## src/rtl/seg_scan_decoder_if.sv

```systemverilog
`default_nettype none
// ============================================================================
// Module      : seg_scan_decoder_if
// Description : Bundles the scanned display bus and the decoded time outputs
//               of seg_scan_decoder.
//               master : drives anode_active/segments and reads the results
//                        (a scan source or a testbench).
//               slave  : the decoder itself.
//               Signals:
//                 anode_active[3:0] active-low digit select, [3]=H1 ... [0]=M2
//                 segments[6:0]     active-low segments, [0]=a ... [6]=g
//                 h1[1:0] h2[3:0]   decoded hours tens / units
//                 m1[2:0] m2[3:0]   decoded minutes tens / units
//                 frame_valid       one-cycle pulse when h1..m2 update
//                 decode_err        error flag of the last completed frame
//                 blank             scan activity lost
//               Optional (macro SEG_SCAN_DP_EN):
//                 dp                active-low decimal point, taken with H2
//                 colon             published decimal point state
// Revision    : 1.0 - initial release
// ============================================================================
interface seg_scan_decoder_if;
    logic [3:0] anode_active;
    logic [6:0] segments;
    logic [1:0] h1;
    logic [3:0] h2;
    logic [2:0] m1;
    logic [3:0] m2;
    logic       frame_valid;
    logic       decode_err;
    logic       blank;
`ifdef SEG_SCAN_DP_EN
    logic       dp;
    logic       colon;

    modport master (
        output anode_active, segments, dp,
        input  h1, h2, m1, m2, frame_valid, decode_err, blank, colon
    );
    modport slave (
        input  anode_active, segments, dp,
        output h1, h2, m1, m2, frame_valid, decode_err, blank, colon
    );
`else
    modport master (
        output anode_active, segments,
        input  h1, h2, m1, m2, frame_valid, decode_err, blank
    );
    modport slave (
        input  anode_active, segments,
        output h1, h2, m1, m2, frame_valid, decode_err, blank
    );
`endif
endinterface
`default_nettype wire

```

## src/rtl/seg_scan_decoder.sv

```systemverilog
`default_nettype none
// ============================================================================
// Module      : seg_scan_decoder
// Description : Receive side of a multiplexed 4-digit 7-segment display.
//               Watches the scanned anode/segment bus, waits for each digit
//               select to settle, samples and decodes the digit into its
//               H1 H2 : M1 M2 slot, and publishes the time only after the
//               same error-free frame has been seen STABLE_FRAMES times in a
//               row. Loss of scan activity for TIMEOUT cycles raises blank.
// Ports       : clk  - system clock (same domain as the scan)
//               rst  - asynchronous active-high reset
//               bus  - seg_scan_decoder_if.slave (scan inputs, decoded outputs)
// Parameters  : SETTLE        - cycles a select is held before sampling (>=1)
//               STABLE_FRAMES - identical clean frames needed to publish (>=1)
//               TIMEOUT       - idle cycles before blank asserts
// Options     : SEG_SCAN_DP_EN - adds dp input / colon output on the bus
// Revision    : 1.0 - initial release
// ============================================================================
module seg_scan_decoder #(
    parameter int SETTLE        = 2,
    parameter int STABLE_FRAMES = 2,
    parameter int TIMEOUT       = 4095
) (
    input wire              clk,
    input wire              rst,
    seg_scan_decoder_if.slave bus
);

    localparam int CNT_W  = (SETTLE > 0) ? $clog2(SETTLE + 1) : 1;
    localparam int STAB_W = $clog2(STABLE_FRAMES + 1);
    localparam int IDLE_W = $clog2(TIMEOUT + 1);

    // Slot index equals the anode bit position: 3=H1, 2=H2, 1=M1, 0=M2.
    localparam logic [1:0] IDX_H1 = 2'd3;
    localparam logic [1:0] IDX_M1 = 2'd1;
    localparam logic [1:0] IDX_H2 = 2'd2;

    // ------------------------------------------------------------------
    // State
    // ------------------------------------------------------------------
    logic [3:0]        anode_q;      // last cycle's select, for change detect
    logic [CNT_W-1:0]  settle_cnt;
    logic [IDLE_W-1:0] idle_cnt;
    logic [3:0]        seen_mask;
    logic              frame_err;
    logic [STAB_W-1:0] stable_cnt;
    logic [3:0][3:0]   slot;         // current frame, full 4-bit decode
    logic [3:0][3:0]   prev_slot;    // previous completed frame

    // ------------------------------------------------------------------
    // Select classification
    // ------------------------------------------------------------------
    logic       sel_valid;
    logic       sel_illegal;
    logic [1:0] sel_idx;

    always_comb begin
        sel_valid   = 1'b0;
        sel_illegal = 1'b0;
        sel_idx     = 2'd0;
        case (bus.anode_active)
            4'b1110: begin sel_valid = 1'b1; sel_idx = 2'd0; end
            4'b1101: begin sel_valid = 1'b1; sel_idx = 2'd1; end
            4'b1011: begin sel_valid = 1'b1; sel_idx = 2'd2; end
            4'b0111: begin sel_valid = 1'b1; sel_idx = 2'd3; end
            4'b1111: ;                          // inter-digit gap
            default: sel_illegal = 1'b1;        // two or more digits lit
        endcase
    end

    // ------------------------------------------------------------------
    // Segment decode
    // ------------------------------------------------------------------
    function automatic logic [3:0] seg_to_bcd(input logic [6:0] seg);
        case (seg)
            7'b1000000: return 4'd0;
            7'b1111001: return 4'd1;
            7'b0100100: return 4'd2;
            7'b0110000: return 4'd3;
            7'b0011001: return 4'd4;
            7'b0010010: return 4'd5;
            7'b0000010: return 4'd6;
            7'b1111000: return 4'd7;
            7'b0000000: return 4'd8;
            7'b0010000: return 4'd9;
            default:    return 4'hF;
        endcase
    endfunction

    logic [3:0] dec_val;
    logic       dec_err;
    logic       anode_changed;
    logic       take_sample;

    assign dec_val       = seg_to_bcd(bus.segments);
    assign anode_changed = (bus.anode_active != anode_q);

    // The sample is taken on the edge that moves the counter onto SETTLE,
    // so it happens exactly once per held select.
    assign take_sample = sel_valid && !anode_changed &&
                         (settle_cnt == CNT_W'(SETTLE - 1));

    // An undecodable pattern, or a tens digit out of clock range.
    assign dec_err = (dec_val == 4'hF) ||
                     ((sel_idx == IDX_H1) && (dec_val > 4'd2)) ||
                     ((sel_idx == IDX_M1) && (dec_val > 4'd5));

    // ------------------------------------------------------------------
    // Optional decimal point
    // ------------------------------------------------------------------
`ifdef SEG_SCAN_DP_EN
    logic dp_slot;
    logic prev_dp;
    logic dp_same;
    assign dp_same = (dp_slot == prev_dp);
`else
    logic dp_same;
    assign dp_same = 1'b1;
`endif

    // ------------------------------------------------------------------
    // Frame qualification
    // ------------------------------------------------------------------
    logic              frame_done;
    logic              same_as_prev;
    logic [STAB_W-1:0] stable_next;
    logic              publish;
    logic              timeout_hit;

    // Completion is acted on the cycle after the fourth digit lands.
    assign frame_done   = (seen_mask == 4'b1111);
    assign same_as_prev = (slot == prev_slot) && dp_same;
    assign timeout_hit  = !take_sample && (idle_cnt == IDLE_W'(TIMEOUT - 1));

    always_comb begin
        stable_next = stable_cnt;
        if (frame_err) begin
            stable_next = '0;
        end else if (same_as_prev) begin
            if (stable_cnt < STAB_W'(STABLE_FRAMES))
                stable_next = stable_cnt + STAB_W'(1);
        end else begin
            stable_next = STAB_W'(1);
        end
    end

    assign publish = frame_done && (stable_next == STAB_W'(STABLE_FRAMES));

    // A completing frame or a timeout starts a fresh frame; a sample or an
    // illegal select on that same cycle already belongs to the new one.
    logic [3:0] mask_base;
    logic       err_base;
    logic [3:0] mask_set;

    assign mask_base = (frame_done || timeout_hit) ? 4'b0000 : seen_mask;
    assign err_base  = (frame_done || timeout_hit) ? 1'b0    : frame_err;
    assign mask_set  = take_sample ? (4'b0001 << sel_idx) : 4'b0000;

    // ------------------------------------------------------------------
    // Sequential logic
    // ------------------------------------------------------------------
    always_ff @(posedge clk or posedge rst) begin
        if (rst) begin
            anode_q         <= 4'b1111;
            settle_cnt      <= '0;
            idle_cnt        <= '0;
            seen_mask       <= 4'b0000;
            frame_err       <= 1'b0;
            stable_cnt      <= '0;
            slot            <= '0;
            prev_slot       <= '0;
            bus.h1          <= 2'd0;
            bus.h2          <= 4'd0;
            bus.m1          <= 3'd0;
            bus.m2          <= 4'd0;
            bus.frame_valid <= 1'b0;
            bus.decode_err  <= 1'b0;
            bus.blank       <= 1'b0;
`ifdef SEG_SCAN_DP_EN
            dp_slot         <= 1'b0;
            prev_dp         <= 1'b0;
            bus.colon       <= 1'b0;
`endif
        end else begin
            anode_q <= bus.anode_active;

            // Settle counter
            if (anode_changed)
                settle_cnt <= '0;
            else if (settle_cnt != CNT_W'(SETTLE))
                settle_cnt <= settle_cnt + CNT_W'(1);

            // Activity watchdog
            if (take_sample) begin
                idle_cnt  <= '0;
                bus.blank <= 1'b0;
            end else if (idle_cnt != IDLE_W'(TIMEOUT)) begin
                idle_cnt <= idle_cnt + IDLE_W'(1);
                if (timeout_hit)
                    bus.blank <= 1'b1;
            end

            // Frame accumulation
            seen_mask <= mask_base | mask_set;
            frame_err <= err_base | sel_illegal | (take_sample & dec_err);
            if (take_sample)
                slot[sel_idx] <= dec_val;
`ifdef SEG_SCAN_DP_EN
            if (take_sample && (sel_idx == IDX_H2))
                dp_slot <= ~bus.dp;
`endif

            // Frame completion / qualification
            bus.frame_valid <= publish;
            if (frame_done) begin
                bus.decode_err <= frame_err;
                stable_cnt     <= stable_next;
                prev_slot      <= slot;
`ifdef SEG_SCAN_DP_EN
                prev_dp        <= dp_slot;
`endif
            end else if (timeout_hit) begin
                stable_cnt <= '0;
            end

            if (publish) begin
                bus.h1 <= slot[3][1:0];
                bus.h2 <= slot[2];
                bus.m1 <= slot[1][2:0];
                bus.m2 <= slot[0];
`ifdef SEG_SCAN_DP_EN
                bus.colon <= dp_slot;
`endif
            end
        end
    end

endmodule
`default_nettype wire

```

## src/flat_wrapper.sv

```systemverilog
// flat-port wrapper written by rule: the top's interface ports become plain ports
module seg_scan_decoder_flat 
#(
    parameter int SETTLE        = 2,
    parameter int STABLE_FRAMES = 2,
    parameter int TIMEOUT       = 4095
)
  (clk, rst, bus_anode_active, bus_segments, bus_h1, bus_h2, bus_m1, bus_m2, bus_frame_valid, bus_decode_err, bus_blank);
  seg_scan_decoder_if bus_i ();
  input wire clk;
  input wire rst;
  input wire logic [$bits(bus_i.anode_active)-1:0] bus_anode_active;
  input wire logic [$bits(bus_i.segments)-1:0] bus_segments;
  output wire logic [$bits(bus_i.h1)-1:0] bus_h1;
  output wire logic [$bits(bus_i.h2)-1:0] bus_h2;
  output wire logic [$bits(bus_i.m1)-1:0] bus_m1;
  output wire logic [$bits(bus_i.m2)-1:0] bus_m2;
  output wire logic [$bits(bus_i.frame_valid)-1:0] bus_frame_valid;
  output wire logic [$bits(bus_i.decode_err)-1:0] bus_decode_err;
  output wire logic [$bits(bus_i.blank)-1:0] bus_blank;
  assign bus_i.anode_active = bus_anode_active;
  assign bus_i.segments = bus_segments;
  assign bus_h1 = bus_i.h1;
  assign bus_h2 = bus_i.h2;
  assign bus_m1 = bus_i.m1;
  assign bus_m2 = bus_i.m2;
  assign bus_frame_valid = bus_i.frame_valid;
  assign bus_decode_err = bus_i.decode_err;
  assign bus_blank = bus_i.blank;
  seg_scan_decoder #(.SETTLE(SETTLE), .STABLE_FRAMES(STABLE_FRAMES), .TIMEOUT(TIMEOUT)) u_core (.clk(clk), .rst(rst), .bus(bus_i));
endmodule
```

## config.mk

```make
export PLATFORM = sky130hd
export DESIGN_NAME = seg_scan_decoder_flat
export DESIGN_NICKNAME = d
export VERILOG_FILES = /design/src/rtl/seg_scan_decoder_if.sv /design/src/rtl/seg_scan_decoder.sv /design/src/flat_wrapper.sv
export SDC_FILE = /design/constraint.sdc
export NUM_CORES = 1
export LEC_CHECK = 0
export CAP_MARGIN = 20
export CORE_UTILIZATION = 45
export DETAILED_ROUTE_END_ITERATION = 10
export GPL_ROUTABILITY_DRIVEN = 1
export GPL_TIMING_DRIVEN = 0
export REMOVE_ABC_BUFFERS = 1
export SLEW_MARGIN = 20
export SYNTH_ARGS = -nofsm -noshare
export SYNTH_HDL_FRONTEND = slang
export SYNTH_SLANG_ARGS = --single-unit
```

## constraint.sdc

```tcl
create_clock -name clk -period 2.59 [get_ports clk]
set_input_delay 0.3885 -clock clk [delete_from_list [all_inputs] [get_ports clk]]
set_output_delay 0.3885 -clock clk [all_outputs]
set_load 0.01 [all_outputs]
```

==> results_dict.tcl <==
set metrics [dict create \
    status "finished, final reports clean" \
    cts_tree "yes" \
    grt_setup_unrepaired "no" \
    synth_cells 315 \
    clock-sinks 73 \
    die_area_sq_um 8540 \
    dieHeight_microns 92.4 \
    hpwl_mm 4.53 \
    fin_area_sq_um 4270 \
    detail-route-antenna-nets 0 \
    num_vias 2438 \
    powerDensity_nw_per_um2 633 \
    ys_types 57 \
    min_path_type "input port to async pin" \
    skew_ps 15.4 \
    hold_viol 0 \
    max-slew-margin-rel_pct 59.8 \
    fin_crit_ps 2380 \
    crit_fanout 11 \
    wl_per_cell_microns 14.8 \
    die_w_microns 92.4 \
    ys_seq_area_share_pct 49.8 \
    io_buffers 28 \
    grt_use_total_pct 17.6 \
    r2r_end "u_core.bus.m2[3]" \
    grt_pass1_vias 2324 \
    cts-htree-levels 3 \
    drt_iter0_markers 86 \
    tightest_slew_ps 602 \
    setup_viol_count_final 0 \
    ir_drop_mv 0.279 \
    finalCritPeriodShare_pct 91.7 \
    ys_ff_latch 73 \
    preCtsSetupSlack_ps -765 \
    drive_gt1_share_pct 22.0 \
    fp.coreArea_sq_um 7810 \
    p_leak_uw 0.00192 \
    slew_viol_final 0 \
    clock_path_buffers 2 \
    criticalPathCategory "input port to register" \
    ys_warn_count 0 \
    worstPathRequired_ps 2810 \
    drv_cap 0 \
    endpoint_kind "register" \
    reg2reg_slack_ps 400 \
    r2r_cells 5 \
    avgSynthCellArea_sq_um 11.7 \
    layout.nets 364 \
    antenna_found_initial 0 \
    wirelength_mm 6.70 \
    path_clk_slew_ps 80 \
    ys_async_sr_fraction_pct 100 \
    worstSkewPairLatency_ps 350 \
    critPathArrivalTime_ps 2600 \
    synth_edf_count 0 \
    grt_first_pass_wirelength_mm 11.6 \
    fin_ws_ps 214 \
    grt_start_max_net_pins 40 \
    utilization_pct 54.7 \
    drt_drc_violations_left 0 \
    setup.worst_path.start_class "input port" \
    num_rows 32 \
    area_delta_synth_final_pct 16.1 \
    synth_flop_cell "dfrtp_1" \
    postPlaceCellArea_sq_um 4040 \
    fmax_ghz 0.421 \
    gp_congestion 0.848 \
    cts-root-buf "clkbuf_8" \
    vias_per_cell 5.39 \
    boundaryPins 29 \
    r2r-start "u_core.slot[2]" \
    first_pass_iters 5 \
    cts_buffers 9 \
    antennaDiodeCount 0 \
    start_util_pct 47.1 \
    gr-total-overflow 0 \
    syn-cell-area_sq_um 3680 \
]
-- flip-flops by register name (all words and copies together), names as in the netlist, 2 cells and up --
name	flops
u_core.seen_mask	4
u_core.bus.m1	3
u_core.settle_cnt	2
u_core.bus.h2	4
u_core.anode_q	4
u_core.prev_slot	16
u_core.stable_cnt	2
u_core.bus.h1	2
u_core.slot	16
u_core.idle_cnt	12
u_core.bus.m2	4
-- per-stage QoR --
step	cells	total power (uW)	hold WS, ps	TNS (ps)
floorplan	302	1710	393	0
global placement	432	1820	466	-83330
detailed placement	434	1840	470	-12690
CTS	450	2730	415	0
global route	452	2860	453	0
finish	452	2700	409	0
-- worst max-delay path by stage --
stage | start | to | slack, ps | cells past startpoint
after floorplan | u_core.seen_mask[2] | u_core.bus.h1[0] | 260 | 4
after global placement | rst | u_core.settle_cnt[1] | -960 | 2
after detailed placement | bus_anode_active[1] | u_core.slot[2] | -760 | 6
after CTS | u_core.seen_mask[0] | u_core.bus.m2[3] | 6 | 5
after global routing | bus_anode_active[1] | u_core.slot[11] | 100 | 5
final | bus_anode_active[1] | u_core.slot[15] | 210 | 5
-- timing repair --
item | CTS | global route
setup endpoints to repair | 22 | 17
hold buffers | 0 | 0
resized for setup | 2 | 1
pin swaps | 2 | 1
buffers inserted | 1 | 2
-- synth_stat cells (2+ instances only) --
cell | count | area, sq um
nand2_1 | 17 | 63.8
ha_1 | 5 | 62.6
xnor2_1 | 23 | 201
mux2_1 | 3 | 33.8
xnor2_2 | 2 | 32.5
a211oi_1 | 3 | 22.5
and3_1 | 5 | 31.3
nor2b_1 | 4 | 25.0
dfrtp_1 | 69 | 1730
mux2_2 | 38 | 428
dfstp_2 | 4 | 105
a21oi_1 | 7 | 35.0
nand4_1 | 7 | 43.8
clkbuf_1 | 6 | 22.5
nand4b_1 | 2 | 17.5
nor3_1 | 7 | 35.0
and4b_1 | 2 | 20.0
nor2_1 | 28 | 105
inv_1 | 12 | 45.0
xnor2_4 | 2 | 55.1
buf_4 | 2 | 15.0
and2_1 | 2 | 12.5
a31oi_1 | 4 | 25.0
and4_1 | 3 | 26.3
nand3_1 | 9 | 45.0
o21ai_0 | 9 | 45.0
buf_2 | 2 | 10.0
and3b_1 | 2 | 17.5
xor2_1 | 4 | 35.0
buf_6 | 3 | 33.8
a22o_1 | 2 | 17.5
a21o_1 | 2 | 15.0
-- final cells by class --
| class | count | area (sq um) |
|---|---|---|
| Fill cell | 698 | 3540 |
| Inverter | 12 | 47.5 |
| Timing Repair Buffer | 33 | 338 |
| Sequential cell | 73 | 1830 |
| Tap cell | 102 | 128 |
| Clock inverter | 5 | 56.3 |
| Clock buffer | 10 | 138 |
| Multi-Input combinational cell | 217 | 1730 |
-- report_power, final --
group          switching (uW)  total (uW)  internal (uW)  leakage, uW
sequential                119        1370           1250     0.000953
combinational             234         444            210     0.000868
clock                     421         885            464    0.0000981
total                     774        2700           1930      0.00192
-- logic make-up after synthesis --
| logic type | share of synthesized area, % |
|---|---|
| adder cells (fa/ha/maj) | 1.70 |
| AO/OA/AOI/OAI | 8.84 |
| multiplexers | 12.8 |
| XOR/XNOR | 8.81 |
| flip-flops | 49.8 |
| AND/OR/NAND/NOR | 14.6 |
| buffers and inverters | 3.44 |
-- cells in the final DEF, fill, tap and decap left out, drive strengths merged, types with 7 or more instances in the layout --
cell type,netlist,routed
a21oi,7,7
clkbuf,6,10
clkdlybuf4s50,0,28
dfrtp,69,69
inv,12,12
mux2,41,41
nand2,17,17
nand3,9,9
nand4,8,8
nor2,28,28
nor3,7,7
o21ai,9,9
xnor2,27,27
-- routing by layer --
| metal | global-route usage [%] | vias to the layer above | share of wire (%) |
|---|---|---|---|
| met1 | 25.1 | 1194 | 50 |
| met5 | 0 | - | 0 |
| met3 | 2.96 | 12 | 4.0 |
| li1 | - | 1181 | - |
| met4 | 9.24 | 0 | 2.2 |
| met2 | 25.6 | 51 | 44 |
-- worst max-delay path: stages --
cell             delay [ps]
clkdlybuf4s50_1         850
xnor2_4                 190
nand4_4                 190
or4_4                   640
mux2_1                  330
(Power assumes the default switching activity.)
